--- src/rtl/pim_pkg.sv ---
// Shared definitions for the processing-in-memory bit-serial compute path.
`timescale 1ns/1ps
package pim_pkg;

    localparam int PIM_WIDTH = 16;

    typedef enum logic {
        IDLE = 1'b0,
        RUN  = 1'b1
    } state_t;

endpackage

--- src/rtl/pim_full_sub.sv ---
// One-bit full subtractor: d = x - y - bin, with borrow out.
`timescale 1ns/1ps
module pim_full_sub (
    input  logic x,
    input  logic y,
    input  logic bin,
    output logic d,
    output logic bout
);

    assign d    = x ^ y ^ bin;
    assign bout = (~x & y) | (~x & bin) | (y & bin);

endmodule

--- src/rtl/bit_serial_sub.sv ---
// Bit-serial WIDTH-bit subtractor (diff = a - b), LSB first, one bit per clock,
// with latched operands and borrow / zero / signed-overflow result flags.
`timescale 1ns/1ps
module bit_serial_sub
    import pim_pkg::*;
#(
    parameter int WIDTH = PIM_WIDTH
) (
    input  logic             clk,
    input  logic             rst,
    input  logic             start,
    input  logic [WIDTH-1:0] a,
    input  logic [WIDTH-1:0] b,
    output logic [WIDTH-1:0] diff,
    output logic             borrow_out,
    output logic             zero,
    output logic             ovf,
    output logic             busy,
    output logic             op_done
);

    localparam int              IDXW = $clog2(WIDTH);
    localparam logic [IDXW-1:0] LAST = IDXW'(WIDTH - 1);

    state_t           state_q, state_d;
    logic [IDXW-1:0]  idx_q, idx_d;
    logic [WIDTH-1:0] a_q, a_d;
    logic [WIDTH-1:0] b_q, b_d;
    logic             borrow_q, borrow_d;
    logic [WIDTH-1:0] partial_q, partial_d;
    logic [WIDTH-1:0] diff_q, diff_d;
    logic             borrow_out_q, borrow_out_d;
    logic             zero_q, zero_d;
    logic             ovf_q, ovf_d;
    logic             op_done_q, op_done_d;

    logic             d_bit;
    logic             bout_bit;
    logic [WIDTH-1:0] full_diff;

    pim_full_sub u_full_sub (
        .x    (a_q[idx_q]),
        .y    (b_q[idx_q]),
        .bin  (borrow_q),
        .d    (d_bit),
        .bout (bout_bit)
    );

    always_comb begin
        state_d      = state_q;
        idx_d        = idx_q;
        a_d          = a_q;
        b_d          = b_q;
        borrow_d     = borrow_q;
        partial_d    = partial_q;
        diff_d       = diff_q;
        borrow_out_d = borrow_out_q;
        zero_d       = zero_q;
        ovf_d        = ovf_q;
        op_done_d    = 1'b0;

        // The MSB is still only in d_bit on the final cycle, so splice it in.
        full_diff            = partial_q;
        full_diff[WIDTH-1]   = d_bit;

        case (state_q)
            IDLE: begin
                if (start) begin
                    a_d       = a;
                    b_d       = b;
                    borrow_d  = 1'b0;
                    idx_d     = '0;
                    partial_d = '0;
                    state_d   = RUN;
                end
            end
            RUN: begin
                borrow_d         = bout_bit;
                partial_d[idx_q] = d_bit;
                if (idx_q == LAST) begin
                    diff_d       = full_diff;
                    borrow_out_d = bout_bit;
                    zero_d       = (full_diff == '0);
                    ovf_d        = (a_q[WIDTH-1] ^ b_q[WIDTH-1]) &
                                   (a_q[WIDTH-1] ^ full_diff[WIDTH-1]);
                    op_done_d    = 1'b1;
                    state_d      = IDLE;
                end else begin
                    idx_d = idx_q + IDXW'(1);
                end
            end
            default: state_d = IDLE;
        endcase
    end

    always_ff @(posedge clk or negedge rst) begin
        if (!rst) begin
            state_q      <= IDLE;
            idx_q        <= '0;
            a_q          <= '0;
            b_q          <= '0;
            borrow_q     <= 1'b0;
            partial_q    <= '0;
            diff_q       <= '0;
            borrow_out_q <= 1'b0;
            zero_q       <= 1'b0;
            ovf_q        <= 1'b0;
            op_done_q    <= 1'b0;
        end else begin
            state_q      <= state_d;
            idx_q        <= idx_d;
            a_q          <= a_d;
            b_q          <= b_d;
            borrow_q     <= borrow_d;
            partial_q    <= partial_d;
            diff_q       <= diff_d;
            borrow_out_q <= borrow_out_d;
            zero_q       <= zero_d;
            ovf_q        <= ovf_d;
            op_done_q    <= op_done_d;
        end
    end

    assign diff       = diff_q;
    assign borrow_out = borrow_out_q;
    assign zero       = zero_q;
    assign ovf        = ovf_q;
    assign busy       = (state_q == RUN);
    assign op_done    = op_done_q;

endmodule

--- config.mk ---
export PLATFORM = sky130hd
export DESIGN_NAME = bit_serial_sub
export DESIGN_NICKNAME = d
export VERILOG_FILES = /design/src/rtl/pim_pkg.sv /design/src/rtl/pim_full_sub.sv /design/src/rtl/bit_serial_sub.sv
export SDC_FILE = /design/constraint.sdc
export NUM_CORES = 1
export LEC_CHECK = 0
export BUFFER_PORTS_ARGS = -buffer_cell sky130_fd_sc_hd__buf_4
export CAP_MARGIN = 20
export CORE_MARGIN = 2
export CORE_UTILIZATION = 35
export DETAILED_ROUTE_END_ITERATION = 16
export HOLD_SLACK_MARGIN = 0.06
export PLACE_DENSITY = 0.55
export RECOVER_POWER = 25
export SETUP_SLACK_MARGIN = 0.02
export SLEW_MARGIN = 20
export SYNTH_ARGS = -nofsm -noshare
export SYNTH_HDL_FRONTEND = slang
export SYNTH_SLANG_ARGS = --single-unit
--- constraint.sdc ---
create_clock -name clk -period 5.6 [get_ports clk]
set_clock_uncertainty 0.1 [all_clocks]
set_input_delay 0.84 -clock clk [delete_from_list [all_inputs] [get_ports clk]]
set_output_delay 0.84 -clock clk [all_outputs]
set_load 0.05 [all_outputs]
==> metrics, run 1 <==
Antenna Violating Nets Remaining 0; setup TNS 0 ns; Area growth, synth to finish 18.87%; CTS Sinks 73; global-route usage over all layers 15.03%; DRC Markers 0; DP Wirelength 4.777 mm; largest net degree at the start of global routing 74; CP Class reg2reg; crit path launch idx_q[0]; slowest stage delay, CP 0.95 ns; Commonest cells post-synth 120 x nand2_1, 73 x dfrtp_1, 19 x inv_1, 19 x o21ai_0; I/O pin count 56; post-synth cell types 36; chip height 103.4 µm; clock latency on the worst-skew pair 0.36 ns; Bufs on Longest Clock Path 2; drt initial violations 98; placed insts 512; sequential-to-total area share from yosys stat 52.88%; number of enable flip-flop cells after synthesis 0; vias after detailed routing 2479; Yosys top cell area share 52.88%; Warnings, synthesis 0; Row Count 36; crit-path max FO 19; R2R depth 7; worst-margin pin slew 0.9164 ns; FF-to-FF setup slack 2.26 ns; Die ar. 0.01068 mm²; CP Capture Type flop; post-layout util 42.40%; dominant cells by area after synthesis dfrtp_1 53%, nand2_1 13%, mux2i_1 4.6%, a22o_1 4.1%, mux4_1 3.8%; # hold bufs at CTS 0; initial core utilization 35.67%; final hold vios 0; status finished, final reports clean; worst r2r src idx_q[0]; initial antenna violation count 0; worst min path class reg2reg; Mean Syn Cell Area 9.984 µm²; number of CTS-inserted buffers 9; CP Data Required Time 5.76 ns; CTS tree yes; Fmax 0.2996 GHz; CP Cell Sequence mux4_2 -> a22oi_2 -> nand3_1 -> fa_1 -> nor4b_1 -> nand4_1 -> o21ai_0; Final setup viols 0; PortBufs 55; Max Cap Viol 0; Pwr Density 612.1 mW/mm²; period utilisation layout 59.61%; Vias per Instance 4.695; Async SR Flop Fraction 100.0%; die width 103.4 µm; Post-CTS Setup Inserts 0; first-pass GRT wire length 12.25 mm; Worst Setup Slack post-DPL 2.234 ns; Pleak 2.100 nW; nets 430; count leader, synth nand2_1; startpoint type of the worst setup path flop; GRT Residual Overflow 0; final worst setup slack 2.262 ns; Slew headroom 38.91%; RSZ-0062 raised after global routing false; total power 2.514 mW; VDD IR max 0.0003260 V; Critical Path Sink zero; reg2reg end zero; Tmin final 3.338 ns; Critical Path AT 3.49 ns; core area 0.009684 mm²; cts repair resizes 0; Post-Syn Nets 386; ys flop type dfrtp_1; # diodes 0; share of layout cells above drive strength 1 20.51%; clock transition at the registers of the reported paths 0.08 ns; routed wire length 7.225 mm; CP max stage cell fa_1; DR pass1 iterations 4; vias in the first global route 2500; H-tree depth 3; GPL Wtd Cong 0.7553; largest area contributor in the netlist dfrtp_1; Mapped Cells 346; flops & latches, synth 73; CTS root buf clkbuf_8; WL/cell 13.68 µm; Non-Filler Instances 528; # fillers 989; fin. max-slew vios 0; mapped cell area 0.003455 mm²
layout by cell type (no fill, tap or decap), drive strengths merged, types with 8 or more instances in the layout:
cell,netlist,final
a22o,16,16
buf,13,57
clkbuf,11,10
dfrtp,73,73
inv,20,21
mux2i,16,16
mux4,8,8
nand2,120,120
nand3,8,8
nand3b,9,9
o21ai,19,19
sequential cells by signal (all words and copies together) (netlist names):
name	count
partial_q	15
busy	1
a_q	16
diff	16
ovf	1
borrow_out	1
zero	1
op_done	1
idx_q	4
b_q	16
borrow_q	1
where the power goes:
group / internal (mW) / switching, mW / total (mW)
registers: 0.760 / 0.229 / 0.989
clock network: 0.173 / 0.206 / 0.380
logic: 0.483 / 0.662 / 1.15
through the flow:
| stage | instance area [µm²] | hold slack, ns |
|---|---|---|
| final | 4106 | 0.3793 |
| after global routing | 4106 | 0.4072 |
| after CTS | 4101 | 0.3821 |
| after detailed placement | 3921 | 0.3611 |
| after global placement | 3921 | 0.3569 |
| after floorplan | 3455 | 0.3373 |
metal layers:
layer / wire length, µm / vias to the layer above / GRT usage [%] / part of all wire [%]
met4: 140 / 0 / 6.984 / 1.9
met5: 0 / - / 0 / 0
met1: 3311 / 1171 / 19.46 / 46
met3: 300 / 11 / 4.032 / 4.2
met2: 3473 / 56 / 23.57 / 48
li1: - / 1241 / - / -
critical path, delay by kind of cell, from the launching register on:
kind | cells | cell delay (ns)
compound gates | 2 | 0.32
flops | 1 | 0.75
simple gates | 3 | 0.52
fa+ha+maj | 1 | 0.95
mux | 1 | 0.59
cell type report:
type	count	area [µm²]	share of cell area [%]
repair buffers	57	427.9	10.42
clock inverters	6	42.54	1.036
multi-input cells	229	1430	34.83
clock buffers	10	137.6	3.352
well taps	133	166.4	4.052
inverters	20	75.07	1.828
flip-flops and latches	73	1827	44.49
cell families (layout without fill, tap and decap cells):
kind of cell | after synthesis | count (layout) | share of synthesized area [%]
AOI/OAI and AO/OA | 42 | 42 | 8.548
xor gates and xnor gates | 1 | 1 | 0.2536
adders and majority gates | 5 | 5 | 2.028
buffers and inverters | 44 | 93 | 5.940
DFF | 73 | 73 | 52.88
muxes | 24 | 24 | 10.39
and+or+nand+nor | 157 | 157 | 19.96
worst min path at each step:
stage,start,to,cells past startpoint
2_1_floorplan,a_q[1],a_q[1],2
3_3_place_gp,a_q[10],a_q[10],2
3_5_place_dp,a_q[11],a_q[11],2
4_1_cts,a_q[11],a_q[11],2
5_1_grt,a_q[11],a_q[11],2
6_report,diff[0],diff[0],2
No activity file was read; power rests on OpenSTA's default activity.
==> run 2, diff against run 1 <==
--- a/config.mk
+++ b/config.mk
@@ -5,6 +5,7 @@
 export SDC_FILE = /design/constraint.sdc
 export NUM_CORES = 1
 export LEC_CHECK = 0
+export ABC_AREA = 1
 export BUFFER_PORTS_ARGS = -buffer_cell sky130_fd_sc_hd__buf_4
 export CAP_MARGIN = 20
 export CORE_MARGIN = 2
==> constraint.sdc (replaced) <==
create_clock -name clk -period 3.4 [get_ports clk]
set_clock_uncertainty 0.1 [all_clocks]
set_input_delay 0.51 -clock clk [delete_from_list [all_inputs] [get_ports clk]]
set_output_delay 0.51 -clock clk [all_outputs]
set_load 0.05 [all_outputs]
==> run 2 against run 1 <==
Effect of this change:
- the flow now finishes with violations (max-capacitance violations, max-slew violations)
- count of clock-buffer cells in the layout is the same
- sequential power grew 48%
- non-clock buffer count up 2
- global-route usage is 0.054 points higher
- critical path depth increased by 5
- utilization grew 0.86 points
- sequential share of layout area grew 0.79 points
- synthesized cell count increased by 19%
- combinational power increased by 77%
- clock power grew 57%
- total power rose by 63%
- largest cell class unchanged
- largest power group unchanged
==> metrics, run 2 <==
CTS root buf clkbuf_8 (unchanged); largest net degree at the start of global routing 74 (unchanged); Non-Filler Instances 594 (was 528); DR pass1 iterations 4 (unchanged); placed insts 579 (was 512); number of CTS-inserted buffers 9 (unchanged); R2R depth 12 (was 7); dominant cells by area after synthesis dfrtp_1 54%, nand2_1 11%, inv_1 5.7%, nor2_1 4.9%, a21oi_1 4.4% (was dfrtp_1 53%, nand2_1 13%, mux2i_1 4.6%, a22o_1 4.1%, mux4_1 3.8%); Max Cap Viol 1 (was 0); CTS Sinks 73 (unchanged); number of enable flip-flop cells after synthesis 0 (unchanged); crit-path max FO 19 (unchanged); clock transition at the registers of the reported paths 0.08 ns (about the same); status finished, violations left (was finished, final reports clean); violations in the final reports max-capacitance violations, max-slew violations; first-pass GRT wire length 12.41 mm (was 12.25 mm); Post-CTS Setup Inserts 0 (unchanged); H-tree depth 3 (unchanged); final hold vios 0 (unchanged); Die ar. 0.01053 mm² (was 0.01068 mm²); fin. max-slew vios 74 (was 0); largest family of logic cells by synthesized area simple AND/OR/NAND/NOR gates (unchanged); CP Class reg2reg (unchanged); global-route usage over all layers 15.09% (was 15.03%); startpoint type of the worst setup path flop (unchanged); setup TNS 0 ns (unchanged); flops & latches, synth 73 (unchanged); Fmax 0.3617 GHz (was 0.2996 GHz); # diodes 0 (unchanged); Mapped Cells 411 (was 346); vias in the first global route 2692 (was 2500); chip height 102.6 µm (was 103.4 µm); # fillers 978 (was 989); Multi-input gate area 0.001226 mm² (was 0.001430 mm²); sequential-to-total area share from yosys stat 53.66% (was 52.88%); Mean Syn Cell Area 8.283 µm² (was 9.984 µm²); Synth Area in Compound Gates 10.22% (was 8.548%); metal2 WL 3.360 mm (was 3.473 mm); CP Data Required Time 3.59 ns (was 5.76 ns); CP Capture Type flop (unchanged); Slew headroom -18.84% (was 38.91%); Vias per Instance 4.455 (was 4.695); Pleak 2.089 nW (was 2.100 nW); Final setup viols 0 (unchanged); hold path cells 2 (unchanged); core area 0.009328 mm² (was 0.009684 mm²); I/O pin count 56 (unchanged); initial core utilization 36.50% (was 35.67%); Bufs on Longest Clock Path 2 (unchanged); vias after detailed routing 2646 (was 2479); Yosys top cell area share 53.66% (was 52.88%); WL met3 287 µm (was 300 µm); CTS tree yes (unchanged); mux share of post-synthesis cell area 1.323% (was 10.39%); largest area contributor in the netlist dfrtp_1 (unchanged); clock latency on the worst-skew pair 0.34 ns (was 0.36 ns); share of layout cells above drive strength 1 18.71% (was 20.51%); wire length on met1 3.369 mm (was 3.311 mm); Area growth, synth to finish 18.52% (was 18.87%); mapped cell area 0.003405 mm² (was 0.003455 mm²); XOR/XNOR share of the synthesized area 0% (was 0.2535%); Tmin final 2.765 ns (was 3.338 ns); worst hold slack 0.2736 ns (was 0.3793 ns); cts repair resizes 0 (unchanged); PortBufs 55 (unchanged); die width 102.6 µm (was 103.4 µm); period utilisation layout 81.31% (was 59.61%); Post-Synth Simple-Gate Area 22.42% (was 19.96%); # hold bufs at CTS 0 (unchanged); count leader, synth nand2_1 (unchanged); GPL Wtd Cong 0.7991 (was 0.7553); nets 501 (was 430); Critical Path AT 2.95 ns (was 3.49 ns); routed wire length 7.101 mm (was 7.225 mm); Async SR Flop Fraction 100.0% (unchanged); register area 0.001827 mm² (unchanged); VDD IR max 0.0004199 V (was 0.0003260 V); RSZ-0062 raised after global routing false (unchanged); Post-Syn Nets 451 (was 386); DP Wirelength 5.002 mm (was 4.777 mm); Pwr Density 1015 mW/mm² (was 612.1 mW/mm²); Warnings, synthesis 0 (unchanged); leading cell type in the layout, fill and taps excluded nand2_1 (unchanged); top sig layer met4 (unchanged); Antenna Violating Nets Remaining 0 (unchanged); initial antenna violation count 0 (unchanged); post-synth cell types 24 (was 36); drt initial violations 112 (was 98); WL/cell 11.95 µm (was 13.68 µm); Commonest cells post-synth 103 x nand2_1, 73 x dfrtp_1, 52 x inv_1 (was 120 x nand2_1, 73 x dfrtp_1, 19 x inv_1, 19 x o21ai_0); Row Count 35 (was 36); worst min path class in2reg (was reg2reg); ys flop type dfrtp_1 (unchanged); most frequent cells in the layout 103 x nand2_1, 73 x dfrtp_1, 58 x buf_4 (was 120 x nand2_1, 73 x dfrtp_1, 57 x buf_4); GRT Residual Overflow 0 (unchanged); DRC Markers 0 (unchanged); post-synthesis adder-cell area fraction 2.058% (was 2.028%); worst-margin pin slew 1.783 ns (was 0.9164 ns)
[run 2: changes by cell type in the layout (fill, tap and decap cells not counted), sizes merged, moves of 4 or more]
cell | before | now
nand3 | 8 | 30
a22o | 16 | 0
mux2 | 0 | 4
nand2 | 120 | 107
nor2 | 4 | 44
nor3b | 4 | 0
mux2i | 16 | 0
mux4 | 8 | 0
o21ai | 19 | 35
nand3b | 9 | 0
inv | 21 | 56
a21oi | 0 | 31
[run 2: area by class of cell]
class / instances / share of cell area [%]
clock inverters: 5 / 0.7752
flip-flops and latches: 73 / 45.27
inverters: 56 / 5.240
well taps: 129 / 4.000
multi-input cells: 262 / 30.39
clock buffers: 10 / 3.411
repair buffers: 59 / 10.91
[run 2: final timing paths]
path | slack, ns | end | from
max in group asynchronous | 1.59 | borrow_q | rst
min in group asynchronous | 0.54 | diff[1] | rst
setup reg to reg | 0.64 | zero | idx_q[1]
hold reg to reg | 0.39 | borrow_out | borrow_out
hold / removal | 0.27 | a_q[8] | a[8]
setup / recovery | 0.64 | zero | idx_q[1]
[run 2: cell families (layout without fill, tap and decap cells)]
logic type | after synthesis | after routing
flip-flops | 73 | 73
buffers and inverters | 76 | 130
multiplexers | 4 | 4
AND/OR/NAND/NOR | 186 | 186
AO/OA/AOI/OAI | 67 | 67
adder cells (fa/ha/maj) | 5 | 5
[run 2: power by group]
group | internal, mW | leakage [nW] | switching, mW
Clock | 0.279 | 0.0883 | 0.319
Combinational | 0.655 | 1.13 | 1.39
Sequential | 1.25 | 0.866 | 0.205
Total | 2.19 | 2.09 | 1.91
[run 2: routing by layer]
layer	GRT usage [%]	vias to the layer above
li1	-	1389
met1	19.48	1194
met2	25.19	56
met3	3.458	7
met4	4.821	0
met5	0	-
[run 2: metrics by stage]
step           setup slack (ns)  total power, mW  area [µm²]  utilization [%]
4_1_cts                  0.6111            4.152        4038            43.29
3_3_place_gp             0.7156            3.508        3869            41.48
2_1_floorplan             1.048            3.003        3405                -
5_1_grt                  0.3925            4.476        4035            43.26
6_report                 0.6355            4.096        4035            43.26
3_5_place_dp             0.6416            3.543        3869            41.48
[run 2: worst max-delay path: stages (launching register included)]
cell and delay, ns:
dfrtp_1 0.56, inv_1 0.30, nor2_1 0.17, nand2_1 0.06, nand2_1 0.06, nand2_1 0.05
nand2_1 0.07, nor2_1 0.05, fa_1 0.88, nand4_1 0.16, nor2_1 0.12, nand3_1 0.07
nand2_1 0.06
==> run 3, diff against run 2 <==
==> constraint.sdc (replaced) <==
create_clock -name clk -period 2.8 [get_ports clk]
set_clock_uncertainty 0.1 [all_clocks]
set_input_delay 0.42 -clock clk [delete_from_list [all_inputs] [get_ports clk]]
set_output_delay 0.42 -clock clk [all_outputs]
set_load 0.05 [all_outputs]
==> run 3 against run 2 <==
Effect of this change:
- design area grew 0.65%
- highest routed layer unchanged
- wire length grew 3.9%
- count of clock-buffer cells in the layout is the same
- total power grew 23%
- clock power grew 14%
- the run still ends with max-capacitance violations, max-slew violations left
- die area is the same
==> metrics, run 3 (synthesis results as in run 2) <==
CTS root buf clkbuf_8 (unchanged); placed insts 585 (was 579); met3 usage 3.661% (was 3.458%); CP Capture Type flop (unchanged); status finished, violations left (unchanged); vias after detailed routing 2698 (was 2646); clock latency on the worst-skew pair 0.35 ns (was 0.34 ns); # fillers 983 (was 978); H-tree depth 3 (unchanged); cts repair resizes 0 (unchanged); first-pass GRT wire length 12.38 mm (was 12.41 mm); routed wire length 7.375 mm (was 7.101 mm); Max Cap Viol 1 (unchanged); worst-margin pin slew 1.812 ns (was 1.783 ns); vias in the first global route 2586 (was 2692); nets 507 (was 501); Pwr Density 1239 mW/mm² (was 1015 mW/mm²); CTS tree yes (unchanged); crit-path max FO 13 (was 19); register area 0.001827 mm² (unchanged); share of layout cells above drive strength 1 19.36% (was 18.71%); # diodes 0 (unchanged); initial antenna violation count 0 (unchanged); Bufs on Longest Clock Path 2 (unchanged); startpoint type of the worst setup path flop (unchanged); CP Data Required Time 2.96 ns (was 3.59 ns); # hold bufs at CTS 0 (unchanged); initial core utilization 36.50% (unchanged); Slew headroom -20.79% (was -18.84%); global-route usage over all layers 15.07% (was 15.09%); Die ar. 0.01053 mm² (unchanged); core area 0.009328 mm² (unchanged); period utilisation layout 82.08% (was 81.31%); drt initial violations 152 (was 112); most frequent cells in the layout 103 x nand2_1, 73 x dfrtp_1, 64 x buf_4 (was 103 x nand2_1, 73 x dfrtp_1, 58 x buf_4); Multi-input gate area 0.001226 mm² (unchanged); worst min path class in2reg (unchanged); design area 0.004061 mm² (was 0.004035 mm²); Pleak 2.106 nW (was 2.089 nW); post-layout util 43.54% (was 43.26%); final hold vios 0 (unchanged); Global Route met2 Usage 24.23% (was 25.19%); GPL Wtd Cong 0.8313 (was 0.7991); Vias per Instance 4.504 (was 4.455); DRC Markers 0 (unchanged); I/O pin count 56 (unchanged); Final setup viols 0 (unchanged); WL/cell 12.31 µm (was 11.95 µm); Post-DP Area 0.003914 mm² (was 0.003869 mm²); die width 102.6 µm (unchanged); violations in the final reports max-capacitance violations, max-slew violations (unchanged); largest net degree at the start of global routing 74 (unchanged); CP Class reg2reg (unchanged); fin. max-slew vios 74 (unchanged); Tmin final 2.298 ns (was 2.765 ns); RSZ-0062 raised after global routing false (unchanged); Antenna Violating Nets Remaining 0 (unchanged); Row Count 35 (unchanged); clock transition at the registers of the reported paths 0.08 ns (about the same); DR pass1 iterations 4 (unchanged); GRT Residual Overflow 0 (unchanged); VDD IR max 0.0004965 V (was 0.0004199 V); Area growth, synth to finish 19.29% (was 18.52%); gr busiest metal met2 (unchanged); grt met1 use 20.34% (was 19.48%); Fmax 0.4351 GHz (was 0.3617 GHz); Critical Path AT 2.46 ns (was 2.95 ns); setup TNS 0 ns (unchanged); Non-Filler Instances 599 (was 594); leading cell type in the layout, fill and taps excluded nand2_1 (unchanged); CTS Sinks 73 (unchanged); DP Wirelength 5.185 mm (was 5.002 mm); number of CTS-inserted buffers 9 (unchanged); Post-CTS Setup Inserts 0 (unchanged); chip height 102.6 µm (unchanged); PortBufs 55 (unchanged)
==> run 3: cell count changes in the layout (fill, tap and decap cells not counted), sizes merged <==
| cell | before | now |
|---|---|---|
| buf | 58 | 64 |
| inv | 56 | 55 |
==> run 3: layout make-up <==
cell class                 count  area share (%)
sequential                    73           44.98
multi-input combinational    262           30.19
timing repair buffer          65           11.95
inverter                      56           5.206
tap                          129           3.974
clock buffer                  10           3.142
clock inverter                 4          0.5545
==> run 3: stage by stage <==
step	worst slack, ns	hold WS, ns	total power, mW
after floorplan	0.4483	0.02441	3.647
final	0.5016	0.1859	5.033
after CTS	0.4889	0.1340	5.086
after global placement	0.5600	0.3667	4.355
after global routing	0.2046	0.1734	5.466
after detailed placement	0.4976	0.3750	4.395
==> run 3: metal layers <==
layer,vias to the layer above,wire length (µm),share of wire (%)
met1,1233,3560,48
met2,63,3422,46
met4,0,63,0.85
met3,6,328,4.4
li1,1396,-,-
met5,-,0,0
==> run 3: report_power, final <==
part | switching (mW) | internal (mW)
registers | 0.206 | 1.52
logic | 1.76 | 0.868
clock network | 0.373 | 0.307
total | 2.34 | 2.70
==> run 3: path summary, 6_finish.rpt <==
path	from	to	slack (ns)	cells after the start
max in group asynchronous	rst	idx_q[2]	1.06	1
worst min register to register	diff[0]	diff[0]	0.38	2
worst max register to register	idx_q[1]	partial_q[7]	0.50	10
min in group asynchronous	rst	diff[0]	0.47	1
worst max-delay path	idx_q[1]	partial_q[7]	0.50	10
worst min-delay path	a[6]	a_q[6]	0.19	2
==> run 3: worst max-delay path: stages (launching register included) <==
cell     delay, ns
dfrtp_1       0.38
inv_1         0.33
nor2_1        0.09
nand2_1       0.08
nand2_1       0.06
nand2_1       0.07
nand2_1       0.06
nor2_1        0.15
fa_1          0.52
buf_4         0.22
o22ai_1       0.16
